--- src/rtl/crc_frame_ctrl.sv ---
// Front-end controller for a serial CRC-8 core: serializes stream bytes LSB-first
// into the core, then gathers the core's serial CRC into a parallel, checked result.
module crc_frame_ctrl #(
   parameter int DATA_WIDTH = 8,
   parameter int CRC_WIDTH  = 8,
   parameter int TIMEOUT    = 32
) (
   input  logic                  CLK,
   input  logic                  RST,
   input  logic                  in_valid,
   input  logic [DATA_WIDTH-1:0] in_data,
   input  logic                  in_last,
   output logic                  in_ready,
   input  logic [CRC_WIDTH-1:0]  exp_crc,
   output logic                  crc_init,
   output logic                  crc_active,
   output logic                  crc_data,
   input  logic                  crc_valid,
   input  logic                  crc_bit,
   output logic                  out_valid,
   output logic [CRC_WIDTH-1:0]  crc_out,
   output logic                  crc_match,
   output logic                  err_underrun,
   output logic                  err_timeout,
   output logic                  err_drop
);

   localparam int BW  = (DATA_WIDTH > 1) ? $clog2(DATA_WIDTH) : 1;
   localparam int CW  = $clog2(CRC_WIDTH + 1);
   localparam int CIW = (CRC_WIDTH > 1) ? $clog2(CRC_WIDTH) : 1;
   localparam int TW  = $clog2(TIMEOUT + 1);

   localparam logic [BW-1:0] BIT_LAST = BW'(DATA_WIDTH - 1);
   localparam logic [CW-1:0] CAP_LAST = CW'(CRC_WIDTH - 1);
   localparam logic [TW-1:0] TIM_LAST = TW'(TIMEOUT - 1);

   typedef enum logic [2:0] {
      S_IDLE, S_INIT, S_SHIFT, S_WAIT_VALID, S_CAPTURE, S_DONE
   } state_t;

   state_t                 state;
   logic [DATA_WIDTH-1:0]  word;
   logic                   last;
   logic [CRC_WIDTH-1:0]   exp_q;
   logic [BW-1:0]          bit_cnt;
   logic [BW-1:0]          bit_nxt;
   logic [CW-1:0]          cap_cnt;
   logic [TW-1:0]          timer;
   logic [CRC_WIDTH-1:0]   cap;
   logic [CRC_WIDTH-1:0]   cap_upd;

   assign bit_nxt = bit_cnt + 1'b1;

   // NOTE: every variable assigned in always_comb gets a default first, so no latch is inferred.
   always_comb begin
      cap_upd = cap;
      cap_upd[cap_cnt[CIW-1:0]] = crc_bit;
   end

   // NOTE: state uses non-blocking assignments so every branch sees the pre-edge values.
   always_ff @(posedge CLK) begin
      if (RST) begin
         state        <= S_IDLE;
         word         <= '0;
         last         <= 1'b0;
         exp_q        <= '0;
         bit_cnt      <= '0;
         cap_cnt      <= '0;
         timer        <= '0;
         cap          <= '0;
         in_ready     <= 1'b0;
         crc_init     <= 1'b0;
         crc_active   <= 1'b0;
         crc_data     <= 1'b0;
         out_valid    <= 1'b0;
         crc_out      <= '0;
         crc_match    <= 1'b0;
         err_underrun <= 1'b0;
         err_timeout  <= 1'b0;
         err_drop     <= 1'b0;
      end else begin
         crc_init  <= 1'b0;
         out_valid <= 1'b0;
         crc_match <= 1'b0;
         case (state)
            S_IDLE: begin
               in_ready <= 1'b1;
               if (in_valid && in_ready) begin
                  word     <= in_data;
                  last     <= in_last;
                  if (in_last) exp_q <= exp_crc;
                  cap      <= '0;
                  in_ready <= 1'b0;
                  crc_init <= 1'b1;
                  state    <= S_INIT;
               end
            end
            S_INIT: begin
               bit_cnt    <= '0;
               crc_active <= 1'b1;
               crc_data   <= word[0];
               state      <= S_SHIFT;
            end
            S_SHIFT: begin
               if (bit_cnt != BIT_LAST) begin
                  bit_cnt  <= bit_nxt;
                  crc_data <= word[bit_nxt];
                  // Ready is offered only on the final bit of a non-last word.
                  in_ready <= (bit_nxt == BIT_LAST) && !last;
               end else if (!last) begin
                  in_ready <= 1'b0;
                  if (in_valid) begin
                     word     <= in_data;
                     last     <= in_last;
                     if (in_last) exp_q <= exp_crc;
                     bit_cnt  <= '0;
                     crc_data <= in_data[0];
                  end else begin
                     err_underrun <= 1'b1;
                     crc_active   <= 1'b0;
                     crc_data     <= 1'b0;
                     crc_out      <= cap;
                     out_valid    <= 1'b1;
                     state        <= S_DONE;
                  end
               end else begin
                  crc_active <= 1'b0;
                  crc_data   <= 1'b0;
                  timer      <= '0;
                  cap_cnt    <= '0;
                  state      <= S_WAIT_VALID;
               end
            end
            S_WAIT_VALID: begin
               if (crc_valid) begin
                  cap     <= cap_upd;
                  cap_cnt <= CW'(1);
                  state   <= S_CAPTURE;
               end else if (timer == TIM_LAST) begin
                  err_timeout <= 1'b1;
                  crc_out     <= cap;
                  out_valid   <= 1'b1;
                  state       <= S_DONE;
               end else begin
                  timer <= timer + 1'b1;
               end
            end
            S_CAPTURE: begin
               if (crc_valid) begin
                  cap     <= cap_upd;
                  cap_cnt <= cap_cnt + 1'b1;
                  if (cap_cnt == CAP_LAST) begin
                     crc_out   <= cap_upd;
                     crc_match <= (cap_upd == exp_q);
                     out_valid <= 1'b1;
                     state     <= S_DONE;
                  end
               end else begin
                  err_drop  <= 1'b1;
                  crc_out   <= cap;
                  out_valid <= 1'b1;
                  state     <= S_DONE;
               end
            end
            S_DONE: begin
               err_underrun <= 1'b0;
               err_timeout  <= 1'b0;
               err_drop     <= 1'b0;
               in_ready     <= 1'b1;
               state        <= S_IDLE;
            end
            default: state <= S_IDLE;
         endcase
      end
   end

endmodule
--- config.mk ---
export PLATFORM = sky130hd
export DESIGN_NAME = crc_frame_ctrl
export DESIGN_NICKNAME = d
export VERILOG_FILES = /design/src/rtl/crc_frame_ctrl.sv
export SDC_FILE = /design/constraint.sdc
export NUM_CORES = 1
export LEC_CHECK = 0
export ABC_AREA = 1
export BUFFER_PORTS_ARGS = -buffer_cell sky130_fd_sc_hd__buf_2
export CORE_ASPECT_RATIO = 1.1
export CORE_MARGIN = 1.5
export CORE_UTILIZATION = 45
export DETAILED_ROUTE_END_ITERATION = 10
export SYNTH_ARGS = -nofsm -noshare
export SYNTH_HDL_FRONTEND = slang
export SYNTH_SLANG_ARGS = --single-unit
--- constraint.sdc ---
create_clock -name CLK -period 3.25 [get_ports CLK]
set_input_delay 0.4875 -clock CLK [delete_from_list [all_inputs] [get_ports CLK]]
set_output_delay 0.4875 -clock CLK [all_outputs]
set_load 0.1 [all_outputs]
[After elaboration in Yosys (flattened, before gate mapping)]
Cells that the tools add are included.
Operators by class
  $add $sub $neg: 3
  multipliers: 0
  div/mod/pow operators: 0
  order comparisons: 3
  eq/ne operators: 28
  shift operators: 0
  multiplexer cells: 85
  bitwise logic cells: 4
  reduce and logical (&&, ||, !) cells: 30
Operator list (number)
  $mux 8: 18
  $pmux 8 s2: 3
  $mux 3: 11
  $mux 1: 29
  $mux 6: 4
  $ne 2x2->1 const B: 12
  $pmux 8 s3: 1
  $reduce_and 5->1: 4
  $ne 3x3->1 const B: 6
  $mux 4: 4
  $pmux 3 s5: 1
  $reduce_and 3->1: 5
  $reduce_bool 2->1: 7
  $pmux 1 s2: 6
  $pmux 4 s3: 1
  $pmux 6 s2: 1
  $eq 3x3->1 const B: 3
  $bwmux 8: 1
  $eq 8x8->1: 1
  $lt 3x4->1 const B: 2
  $reduce_and 7->1: 1
  $add 6x1->6 const B: 1
  $eq 3x2->1 const B: 2
  $eq 6x5->1 const B: 1
  19 further kinds: 28
Storage, ports and cells
  bits in registers: 58
  bits in latches: 0
  memory bits (writable): 0
  bits in read-only memories: 0
  input bits: 22
  output and inout bits: 17
  logic and storage cells: 171
  memories: 0

[Longest topological paths before layout]
Gate-level depths: netlist (run 1).
  depth in word-level cells: 8
  depth in mapped cells: 11
  depth with buffers taken out: 10

[Worst setup path after synthesis (run 1)]
No wires, ideal clock.
  path type: reg-to-reg
  start point: reg in_ready
  end point: reg cap[2]
  library setup time: 113 ps
  data arrival time: 1887 ps
  required time: 3137 ps
  setup slack: 1251 ps
  stages on the path, launching flop included: 9
  path buffers: 1
  period minus slack after synthesis: 1999 ps
  path through: dfxtp_1 nand2_1 nand3_2 o21ai_1 nor2_1 buf_6 o21ai_0 nand2_1 nor2_1
Between the ends
  cells in the longest elaborated chain, start to end: 3
Ends and longest elaborated chain
  from (decl): line 13  | output logic in_ready,
  from (signal assigned): line 109  | in_ready <= (bit_nxt == BIT_LAST) && !last;
  $logic_and 1x1->1: line 88  | if (in_valid && in_ready) begin
  $ne 2x2->1 (no source line)
  $reduce_and 3->1 (no source line)
  to (signal assigned): line 136  | cap <= cap_upd;
  to (signal assigned): line 150  | cap <= cap_upd;
  to (decl): line 49  | logic [CRC_WIDTH-1:0] cap;
Every way passes these cells.
A chain may end at the register's enable or synchronous reset.

[Worst setup path after layout (run 1)]
  start point: reg state[0]
  end point: reg cap[1]
Between the ends
  cells in the longest elaborated chain, start to end: 4
  elaborated cells on any way between the ends: 9
  those cells by class: eq/ne: 4; mux: 1; reduce/logical: 4
Ends and longest elaborated chain
  from (decl): line 41  | state_t state;
  from (signal assigned): line 63  | state <= S_IDLE;
  from (signal assigned): line 95  | state <= S_INIT;
  from (signal assigned): line 102  | state <= S_SHIFT;
  $eq 3x3->1 / $eq 3x2->1 (equally long branches): line 85  | case (state)
  $reduce_or 2->1 (no source line)
  $ne 2x1->1 (no source line) / $reduce_bool 2->1 (equally long branches)
  $reduce_and 3->1 (no source line)
Several ways; a longest one is shown, not always the timed one.

==> flow_results.org, run 1 <==
** Floorplanning
- Rows :: 31
- Number of top-level pins :: 39
- Core outline area :: 6630 µm²
- The floorplan step defined a die boundary enclosing 7430 µm².
- Initial Util :: 47.0%
- In this run the horizontal extent of the chip is 82.4 µm.
- The floorplan step set the die height to 90.3 µm.

** Clock network
- Gates resized during post-CTS repair numbered 0.
- Setup Buffers After CTS :: 0
- Clock sink count :: 58
- Counting the buffers created by CTS gives 9.
- In this run the clock root is driven by a sky130_fd_sc_hd__clkbuf_8.
- Clock latency at the later pin of the worst-skew pair :: 350 ps
- CTS clk-pin slew, worst paths :: 70 ps
- The longest clock path from root to sink contains 2 buffers.
- The number of hold buffers added after CTS was 0.
- The H-tree was split into 3 levels.
- TritonCTS built the clock tree.

** Synth
- Sequential cell area fraction in the yosys report :: 37.3%
- Post-Syn Instances :: 488
- Summing every instance area after synthesis gives 3120 µm².
- Number of nets produced by synthesis :: 515
- After synthesis, the largest area contributor takes up 37.3% of total cell area.
- Number of register bits inferred by synthesis :: 58
- In this run, synthesis inferred 0 flip-flops with an integrated enable.
- Number of different library cells in the post-synthesis netlist :: 29
- By area the synthesized netlist is led by sky130_fd_sc_hd__dfxtp_1, sky130_fd_sc_hd__nand2_1, sky130_fd_sc_hd__nor2_1.
- Main flop type after synthesis :: sky130_fd_sc_hd__dfxtp_1
- Count leader, synth :: sky130_fd_sc_hd__nand2_1
- Mean area per synthesized cell :: 6.39 µm²
- Async set-or-reset flop fraction in the synthesized netlist :: 0%
- By count the netlist is led by sky130_fd_sc_hd__nand2_1, sky130_fd_sc_hd__nor2_1, sky130_fd_sc_hd__dfxtp_1.
- The Yosys step of the flow raised 0 warnings.
- Cell type with the highest aggregate area in the netlist :: sky130_fd_sc_hd__dfxtp_1

** Routing
- Number of DRC markers after the initial detailed-route iteration :: 193
- Final Routed Wirelength :: 7.55 mm
- Routed via count divided by cell count :: 5.06
- For this run, design rule violations remaining after detail routing come to 0.
- In the final routed layout, each cell accounts on average for 12.3 µm.
- Detailed Routing Iterations Pass 1 :: 4
- In this run the remaining antenna-violating nets after routing total 0.
- The final route contains 3106 vias.

** Place
- The congestion estimate from routability-driven global placement came to 0.848.
- Port bufs :: 38
- Once placement finished, the instance area stood at 3350 µm².
- Estimated wirelength of the detail-placed design :: 5.52 mm

** Worst setup path
- In this run the worst path has a maximum fanout of 12.
- The number of buffers and inverters on the critical path is 1.
- In this run the critical register-to-register path is captured at cap[1]$_SDFFE_PP0P_.
- For the worst setup path, the data required time is 3500 ps.
- Slowest-stage cell, CP :: sky130_fd_sc_hd__nor2_1
- On the worst path, the slowest cell contributes a delay of 530 ps.
- In this design, the critical path's most frequently occurring cell is sky130_fd_sc_hd__nand2_1.
- For the worst setup path, the data arrival time is 2270 ps.
- Critical Setup Path Class :: register to register
- For the worst flop-to-flop path, the logic depth is 9.
- Chain of cells forming the critical path :: nor2_2, nand2_1, inv_2, nand2_1, nand2_1, nor2_1, o21ai_0, nand2_1, nor2_1
- Worst Setup Start Kind :: register
- Worst-case register-to-register setup slack :: 1240 ps
- Crit. End Element :: register
- Critical path's top delay family :: simple AND/OR/NAND/NOR gates
- In this run the critical register-to-register path is launched from state[0]$_SDFFE_PP0P_.

** Power
- Final total power :: 3.46 mW
- Worst IR Drop VDD :: 0.426 mV
- Power per unit of standard cell area :: 961 nW/µm²
- Leakage power :: 1.72 nW

** Timing
- Timing-limited maximum frequency :: 0.496 GHz
- The hold violation count in the final report was 0.
- Worst Clk Skew :: 8.82 ps
- Setup repair after global routing left no endpoint under its margin.
- Max Slew Vio Count :: 0
- Final period demand of the worst path :: 2010 ps
- In this run the tightest slew margin relative to its limit is 57.3%.
- Period utilisation layout :: 62.0%
- Number of setup violations in the final report :: 0
- Sum of negative setup slack :: 0 ps
- Least-Margin Pin Slew :: 639 ps

** Worst hold path
- Count of cells along the worst hold path :: 3
- Launch instance of the worst min-delay path :: exp_crc[6]
- The tightest min-delay check is of the input pin to register type.
- Hold Path End :: exp_q[6]$_SDFFE_PP0P_

** Job
- Across the run, the number of max-cap violations was 0.

** Layout
- Synthesis-to-layout area growth :: 15.7%
- Final Instance Area :: 3600 µm²
- The final layout contains 554 nets.
- 0 antenna diodes ended up in the layout.
- Share of final-layout standard cells stronger than drive strength 1 :: 13.2%

** Global routing
- Initial antenna violation count :: 0
- Number of global-route vias before repair :: 2837
- GRT Resource Usage Total :: 22.6%
- The first global-routing pass estimated 12.8 mm of wire.
- Entering global routing, the biggest net connects 24 pins.
- After global routing the overflow that remains totals 0.

** Outcome
- Result of the run :: finished clean
==> cells in the final DEF (no fill, tap or decap) <==
| cell | Yosys | final |
|---|---|---|
| sky130_fd_sc_hd__a21oi_1 | 24 | 24 |
| sky130_fd_sc_hd__a31oi_1 | 1 | 1 |
| sky130_fd_sc_hd__buf_2 | 0 | 38 |
| sky130_fd_sc_hd__buf_4 | 0 | 1 |
| sky130_fd_sc_hd__bufinv_16 | 0 | 3 |
| sky130_fd_sc_hd__clkbuf_8 | 0 | 11 |
| sky130_fd_sc_hd__clkinv_1 | 3 | 3 |
| sky130_fd_sc_hd__clkinv_2 | 0 | 2 |
| sky130_fd_sc_hd__dfxtp_1 | 58 | 58 |
| sky130_fd_sc_hd__ha_1 | 5 | 5 |
| sky130_fd_sc_hd__inv_1 | 43 | 43 |
| sky130_fd_sc_hd__inv_2 | 2 | 2 |
| sky130_fd_sc_hd__inv_4 | 1 | 1 |
| sky130_fd_sc_hd__nand2_1 | 128 | 128 |
| sky130_fd_sc_hd__nand2_2 | 2 | 2 |
| sky130_fd_sc_hd__nand2_4 | 3 | 3 |
| sky130_fd_sc_hd__nand3_1 | 38 | 38 |
| sky130_fd_sc_hd__nand3_2 | 2 | 2 |
| sky130_fd_sc_hd__nand3_4 | 1 | 1 |
| sky130_fd_sc_hd__nand3b_1 | 1 | 1 |
| sky130_fd_sc_hd__nand4_1 | 11 | 11 |
| sky130_fd_sc_hd__nor2_1 | 94 | 94 |
| sky130_fd_sc_hd__nor2_2 | 3 | 3 |
| sky130_fd_sc_hd__nor2_4 | 1 | 1 |
| sky130_fd_sc_hd__nor3_1 | 4 | 4 |
| sky130_fd_sc_hd__nor3b_1 | 1 | 1 |
| sky130_fd_sc_hd__o211ai_1 | 3 | 3 |
| sky130_fd_sc_hd__o21ai_0 | 43 | 43 |
| sky130_fd_sc_hd__o21ai_1 | 1 | 1 |
| sky130_fd_sc_hd__o22ai_1 | 1 | 1 |
| sky130_fd_sc_hd__xnor2_1 | 1 | 1 |
| sky130_fd_sc_hd__xor2_1 | 2 | 2 |
==> kinds of logic after synthesis <==
family	after synthesis	share of synthesized area [%]
AO/OA/AOI/OAI	73	12.0
XOR/XNOR	3	0.843
adder cells (fa/ha/maj)	5	2.01
buffers and inverters	60	8.03
flip-flops	58	37.3
AND/OR/NAND/NOR	289	39.8
==> stage by stage <==
stage,instances,utilization [%],setup slack (ps),hold slack (ps)
finish,614,54.3,1240,350
global route,614,54.3,978,364
CTS,614,54.3,1250,341
detailed placement,598,50.6,1070,440
global placement,598,50.6,1140,437
floorplan,488,-,1250,430
==> registers in the layout, indices dropped and copies added (netlist names), 3 cells and up <==
name     flops
bit_cnt      3
cap          8
cap_cnt      4
crc_out      8
exp_q        8
state        3
timer        6
word         8
==> where the power goes <==
group	internal, mW	switching, mW
Clock	0.548	0.303
Sequential	0.892	0.155
Combinational	0.435	1.13
Total	1.88	1.59
==> cell type report <==
cell class | instances | area [µm²]
Fill cell | 705 | 3030
Clock inverter | 5 | 100
Inverter | 49 | 186
Clock buffer | 11 | 151
Sequential cell | 58 | 1160
Tap cell | 82 | 103
Timing Repair Buffer | 39 | 198
Multi-Input combinational cell | 370 | 1710
==> per-layer routing <==
layer  wire [µm]  vias up  global-route usage [%]
met5           0        -                       0
met4         169        0                    11.4
met3         280       14                    3.64
met2        3240       64                    32.9
met1        3870     1372                    31.7
li1            -     1656                       -
==> how the worst max path moves through the flow <==
stage / slack, ps / endpoint / start / depth (start not counted)
after detailed placement: 1070 / crc_match$_SDFF_PP0_ / RST / 9
final: 1240 / cap[1]$_SDFFE_PP0P_ / state[0]$_SDFFE_PP0P_ / 9
after global routing: 980 / cap[2]$_SDFFE_PP0P_ / state[1]$_SDFFE_PP0P_ / 9
after floorplan: 1250 / cap[2]$_SDFFE_PP0P_ / in_ready$_SDFFE_PP0P_ / 8
after CTS: 1250 / cap[1]$_SDFFE_PP0P_ / state[0]$_SDFFE_PP0P_ / 9
after global placement: 1140 / crc_match$_SDFF_PP0_ / RST / 9
==> worst register-to-register path: stages, from the launching register on <==
cell and delay [ps]:
sky130_fd_sc_hd__dfxtp_1 440, sky130_fd_sc_hd__nor2_2 130, sky130_fd_sc_hd__nand2_1 200, sky130_fd_sc_hd__inv_2 70
sky130_fd_sc_hd__nand2_1 110, sky130_fd_sc_hd__nand2_1 120, sky130_fd_sc_hd__nor2_1 530, sky130_fd_sc_hd__o21ai_0 200
sky130_fd_sc_hd__nand2_1 100, sky130_fd_sc_hd__nor2_1 40
Note: power is estimated with default switching activity, not from simulation.
==> inputs of run 2 (changes only) <==
--- a/config.mk
+++ b/config.mk
@@ -11,6 +11,7 @@
 export CORE_MARGIN = 1.5
 export CORE_UTILIZATION = 45
 export DETAILED_ROUTE_END_ITERATION = 10
+export PLACE_DENSITY = 0.67
 export SYNTH_ARGS = -nofsm -noshare
 export SYNTH_HDL_FRONTEND = slang
 export SYNTH_SLANG_ARGS = --single-unit
==> constraint.sdc (replaced) <==
create_clock -name CLK -period 1.8 [get_ports CLK]
set_input_delay 0.27 -clock CLK [delete_from_list [all_inputs] [get_ports CLK]]
set_output_delay 0.27 -clock CLK [all_outputs]
set_load 0.1 [all_outputs]
==> flow_results.org, run 2 (synthesized netlist as in run 1, its figures left out) <==
** Timing
- Across all hold checks on the routed design, the worst slack comes to 135 ps.
- Period utilisation layout :: 98.4%
- Unrepaired setup endpoints after global routing :: true
- The number of pins exceeding their max-slew limit in the final report came to 0.
- The worst path in the final design needs a cycle of 1770 ps, including I/O delays and setup.
- Number of setup violations in the final report :: 0
- Worst max-slew margin expressed relative to the limit :: 67.2%
- After layout, the worst setup slack is 28.0 ps.
- Number of hold violations in the final report :: 0
- Least-Margin Pin Slew :: 495 ps
- On the final layout, the worst clock skew is 6.14 ps.
- Derived from the worst setup path, the maximum achievable clock frequency is 0.564 GHz.

** Clock network
- Clock sink count :: 58
- After clock tree synthesis, the clock-pin slew on the worst setup and hold paths is 70 ps.
- For the worst-skew pair, the clock arrives at the later sink with an insertion delay of 350 ps.
- In this run the number of H-tree levels came out at 3.
- The cell sitting at the root of the clock tree is a sky130_fd_sc_hd__clkbuf_8.
- Number of buffers inserted by hold repair at cts :: 0
- Inserted Clock Buffers :: 9
- In this run the deepest clock path goes through 2 buffers.
- TritonCTS built the clock tree.

** Outcome
- Result of the run :: finished clean

** Layout
- Synthesis-to-layout area growth :: 19.1%
- In the layout the commonest cells are sky130_fd_sc_hd__nand2_1, sky130_fd_sc_hd__nor2_1, sky130_fd_sc_hd__dfxtp_1.
- Final net count :: 572
- 0 antenna diodes ended up in the layout.
- Leaving out fill and tap cells, the most frequent cell in the layout is sky130_fd_sc_hd__nand2_1.
- Share of final-layout standard cells stronger than drive strength 1 :: 17.3%

** Global routing
- The number of global-route vias before repair was 3082.
- Maximum number of pins on one net before global-route repair :: 35
- After global routing the overflow that remains totals 0.
- The first global-routing pass estimated 13.4 mm of wire.
- Initial antenna violation count :: 0
- In the global route stage, overall resource usage came out at 22.9%.

** Floorplanning
- Die Span Y :: 90.3 µm
- The die covers 7430 µm².
- Number of top-level pins :: 39
- The region available for standard cell placement spans 6630 µm².
- Rows :: 31
- For this configuration, the core starts out at a cell density of 47.0%.
- Die width :: 82.4 µm

** Worst setup path
- Data on the critical path arrives at its endpoint at 2020 ps.
- For this run, the slowest stage of the critical path takes 380 ps.
- Worst Setup Start Kind :: register
- Crit. End Element :: register
- The critical path in this run is classified as register to register.
- Traced cell by cell, the critical path runs through inv_1, nor2_4, nand2_2, nor2_1, nand2_1, nand3_4, clkinvlp_4, nor2_1, nor2_1.
- For the worst setup path, the data required time is 2040 ps.
- Along the worst path, the maximum fanout reaches 10.
- Slowest-stage cell, CP :: sky130_fd_sc_hd__dfxtp_2
- Counting stages on the worst path, the most repeated cell is sky130_fd_sc_hd__nor2_1.

** Place
- At the placement stage, the worst setup path has a slack of -51.7 ps.
- Estimated wirelength of the detail-placed design :: 5.61 mm
- Weighted congestion reported at the end of routability-driven placement :: 0.812
- The count of buffers added on input and output ports is 38.

** Routing
- After detailed routing, the total wire length is 7.70 mm.
- The detail route stage leaves a number of antenna-violating nets equal to 0.
- DRC Markers :: 0
- After detailed routing, the number of vias per cell comes to 5.14.
- The first detailed-routing pass ran for 7 iterations.
- Dividing the detail-routed wire length by the instance count gives 12.2 µm.
- After the first detailed-routing iteration, the DRC count stood at 179.
- Total vias in the final route :: 3245

** Power
- IR analysis of the VDD net gives a maximum drop of 1.12 mV.
- For this design the ratio of total power to cell area is 1680 nW/µm².
- Total power for the finished layout comes to 6.23 mW.
- Leakage power :: 1.78 nW

** Worst hold path
- Worst min-delay path category :: input pin to register

** Job
- Max-cap violations :: 0
run 2: cell count changes in the layout (fill, tap and decap cells not counted), sizes merged:
cell / before / now
buf: 39 / 57
bufinv: 3 / 0
clkinvlp: 0 / 1
inv: 46 / 45
clkbuf: 11 / 13
run 2: final timing paths:
check	depth (start not counted)	start	slack [ps]	end
worst max-delay path	9	state[1]$_SDFFE_PP0P_	30	crc_out[6]$_SDFFE_PP0P_
worst min-delay path	3	exp_crc[7]	130	exp_q[7]$_SDFFE_PP0P_
worst max register to register	9	state[1]$_SDFFE_PP0P_	30	crc_out[6]$_SDFFE_PP0P_
worst min register to register	2	err_timeout$_SDFFE_PP0P_	450	err_timeout$_SDFFE_PP0P_
run 2: through the flow:
step           util, %  instances  TNS [ps]  cell area (µm²)
3_5_place_dp      52.4        614      -189             3470
2_1_floorplan        -        488         0             3120
5_1_grt           56.0        631      -696             3710
6_report          56.0        631         0             3710
3_3_place_gp      52.4        614         0             3470
4_1_cts           55.4        629         0             3670
run 2: repair_timing:
action | CTS | global route
setup buffers | 0 | 2
pin swaps | 0 | 1
endpoints found under the setup margin | 13 | 35
gates resized for setup | 2 | 9
run 2: report_power, final:
| part | total [mW] | switching (mW) | leakage, nW | internal [mW] |
|---|---|---|---|---|
| Combinational | 3.21 | 2.20 | 1.20 | 1.01 |
| Clock | 1.16 | 0.521 | 0.101 | 0.637 |
| Sequential | 1.86 | 0.241 | 0.474 | 1.62 |
run 2: per-layer routing:
layer	wire, µm	vias to the layer above	global-route usage (%)
met3	304	16	4.95
li1	-	1685	-
met4	190	0	9.89
met2	3560	69	35.9
met1	3640	1475	29.7
met5	0	-	0
run 2: area by class of cell:
| cell class | instances | area (µm²) |
|---|---|---|
| fill | 674 | 2920 |
| multi-input combinational | 370 | 1730 |
| sequential | 58 | 1170 |
| timing repair buffer | 57 | 333 |
| inverter | 49 | 190 |
| clock buffer | 13 | 179 |
| tap | 82 | 103 |
| clock inverter | 2 | 10.0 |
run 2: worst max-delay path, delay by kind of cell (launching register included):
family                 cells  cell delay [ps]
buffers and inverters      2              290
flip-flops                 1              380
AND/OR/NAND/NOR            7              990
==> inputs of run 3 (changes only) <==
--- a/config.mk
+++ b/config.mk
@@ -6,7 +6,7 @@
 export NUM_CORES = 1
 export LEC_CHECK = 0
 export ABC_AREA = 1
-export BUFFER_PORTS_ARGS = -buffer_cell sky130_fd_sc_hd__buf_2
+export BUFFER_PORTS_ARGS = -buffer_cell sky130_fd_sc_hd__clkbuf_2
 export CORE_ASPECT_RATIO = 1.1
 export CORE_MARGIN = 1.5
 export CORE_UTILIZATION = 45
==> flow_results.org, run 3 (synthesized netlist as in run 1, its figures left out) <==
** Place
- At the end of routability-driven placement, the weighted congestion stood at 0.816.
- Buffers placed on the I/O ports in this run total 38.
- Estimated wirelength of the detail-placed design :: 5.53 mm

** Timing
- Sum of negative setup slack :: 0 ps
- Setup repair after global routing left no endpoint under its margin.
- Derived from the worst setup path, the maximum achievable clock frequency is 0.608 GHz.
- Number of hold violations in the final report :: 0
- In this run the tightest slew margin relative to its limit is 63.8%.
- The final critical path takes up 91.4% of the cycle.
- At the pin with the least slew margin, the transition time is 545 ps.
- The worst path needs 1650 ps of the cycle, external delays included.
- Worst Clk Skew :: 6.82 ps
- Number of setup violations in the final report :: 0
- Max Slew Vio Count :: 0

** Power
- Power comes to 6.35 mW.
- Worst IR Drop VDD :: 0.940 mV
- The analysis attributes to cell leakage a power of 1.76 nW.
- In this run the power density over the cells is 1710 nW/µm².

** Layout
- Synthesis-to-layout area growth :: 19.1%
- Share of final-layout standard cells stronger than drive strength 1 :: 16.5%
- In the layout the commonest cells are sky130_fd_sc_hd__nand2_1, sky130_fd_sc_hd__nor2_1, sky130_fd_sc_hd__dfxtp_1.
- 0 antenna diodes ended up in the layout.
- At the end of the flow, the number of nets in the layout was 570.
- Core occupancy in the finished layout :: 56.0%
- Commonest non-fill, non-tap cell in the layout :: sky130_fd_sc_hd__nand2_1

** Floorplanning
- Number of top-level pins :: 39
- The floorplan has 31 rows.
- The core region is 6630 µm².
- Floorplan die area :: 7430 µm²
- Measured along the y axis, the die boundary spans 90.3 µm.
- Initial Util :: 47.0%
- Die width :: 82.4 µm

** Worst hold path
- The worst hold path begins at exp_crc[5].
- Hold Path End :: exp_q[5]$_SDFFE_PP0P_
- In this run the worst hold path is classified as input pin to register.
- Count of cells along the worst hold path :: 3

** Routing
- Antenna Nets Post-Route :: 0
- Routed via count divided by cell count :: 5.08
- After detailed routing, the number of remaining DRC violations is 0.
- Final Routed Wirelength :: 7.65 mm
- For this block, the initial DRC count from the detailed router was 186.
- For this block, the via count after detailed routing is 3197.
- Detailed Routing Iterations Pass 1 :: 5
- Dividing the detail-routed wire length by the instance count gives 12.2 µm.

** Worst setup path
- Count of buffering cells on the critical path with inverters included :: 2
- The worst setup path is captured at a register.
- Worst Setup Start Kind :: register
- Traced cell by cell, the critical path runs through ha_1, ha_1, inv_1, o21ai_1, nand3_1, inv_2, nand2_1, nand2_1, nor2_1.
- In this run the worst path has a maximum fanout of 5.
- Critical Setup Path Class :: register to register
- For this design, the slowest cell found on the critical path is sky130_fd_sc_hd__dfxtp_1.
- Data required time at the worst endpoint :: 2030 ps
- In this design, the largest share of critical-path delay is due to adder cells.
- The worst register-to-register path begins at bit_cnt[1]$_SDFFE_PP0P_.
- Data arrives at the worst endpoint at 1880 ps.
- For this run, the slowest stage of the critical path takes 350 ps.
- The worst register-to-register path has a depth of 9.
- Worst-case register-to-register setup slack :: 150 ps
- FF-to-FF End :: cap_cnt[1]$_SDFFE_PP0P_

** Clock network
- Largest buffer count on any clock path :: 2
- In this run the number of H-tree levels came out at 3.
- Hold repair after CTS inserted 0 buffers.
- At the later pin of the worst-skew pair, clock insertion delay measures 340 ps.
- Clock-pin slew was measured on the worst setup and hold paths at 70 ps.
- Clock sink count :: 58
- TritonCTS clock tree :: done
- Inserted Clock Buffers :: 9
- Clk Tree Root Cell :: sky130_fd_sc_hd__clkbuf_8

** Global routing
- Maximum number of pins on one net before global-route repair :: 27
- The number of global-route vias before repair was 2909.
- GRT Resource Usage Total :: 22.7%
- Initial antenna violation count :: 0
- First-pass GRT wire length :: 13.1 mm
- Global routing finished with a remaining overflow of 0.

** Outcome
- Result of the run :: finished clean

** Job
- Max-cap violations :: 0
==> run 3: cell count changes in the layout (fill, tap and decap cells not counted), moves of 2 or more <==
cell                        before  now
sky130_fd_sc_hd__buf_4          19   17
sky130_fd_sc_hd__clkbuf_2        0   38
sky130_fd_sc_hd__bufinv_16       0    2
sky130_fd_sc_hd__clkbuf_8       13    9
sky130_fd_sc_hd__buf_2          38    0
==> run 3: worst max-delay path by stage <==
| stage | from | endpoint | slack [ps] | cells past startpoint |
|---|---|---|---|---|
| final | bit_cnt[1]$_SDFFE_PP0P_ | cap_cnt[1]$_SDFFE_PP0P_ | 150 | 9 |
| after global routing | bit_cnt[1]$_SDFFE_PP0P_ | exp_q[4]$_SDFFE_PP0P_ | 0.7 | 10 |
| after CTS | state[0]$_SDFFE_PP0P_ | crc_out[1]$_SDFFE_PP0P_ | 60 | 9 |
| after detailed placement | state[2]$_SDFFE_PP0P_ | cap[2]$_SDFFE_PP0P_ | -60 | 9 |
| after global placement | state[2]$_SDFFE_PP0P_ | cap[1]$_SDFFE_PP0P_ | 20 | 9 |
| after floorplan | in_ready$_SDFFE_PP0P_ | cap[4]$_SDFFE_PP0P_ | 150 | 8 |
==> run 3: repair_timing <==
item | in CTS | in global routing
setup endpoints to repair | 13 | 23
resized for setup | 2 | 9
buffers inserted | 0 | 0
==> run 3: worst register-to-register path, delay by kind of cell (launching register included) <==
family	cells	cell delay, ps
AND/OR/NAND/NOR	4	360
buffers and inverters	2	240
adder cells (fa/ha/maj)	2	370
AO/OA/AOI/OAI	1	210
flip-flops	1	350
==> run 3: area by class of cell <==
type                    instances  area [µm²]
fillers                       650        2920
multi-input cells             370        1730
flip-flops and latches         58        1160
repair buffers                 55         318
inverters                      49         189
clock buffers                  10         128
well taps                      82         103
clock inverters                 5        80.1
==> run 3: metal layers <==
layer  track usage [%]  vias up  wire, µm
li1                  -     1681         -
met1              30.5     1413      3610
met2              35.4       91      3500
met3              3.54       12       421
met4              9.75        0       125
met5                 0        -         0
==> run 3: metrics by stage <==
stage | hold slack, ps | instance area, µm² | instances | setup slack, ps
after floorplan | 349 | 3120 | 488 | 151
after global placement | 443 | 3470 | 614 | 20.6
after detailed placement | 441 | 3470 | 614 | -58.6
after CTS | 140 | 3680 | 629 | 59.7
after global routing | 160 | 3710 | 629 | 0.670
final | 148 | 3710 | 629 | 154
==> run 3: where the power goes <==
part           switching, mW  internal [mW]  leakage (nW)  total, mW
clock network          0.531          0.769        0.0984       1.30
registers              0.245           1.62         0.474       1.86
logic                   2.19           1.00          1.19       3.19
total                   2.96           3.39          1.76       6.35
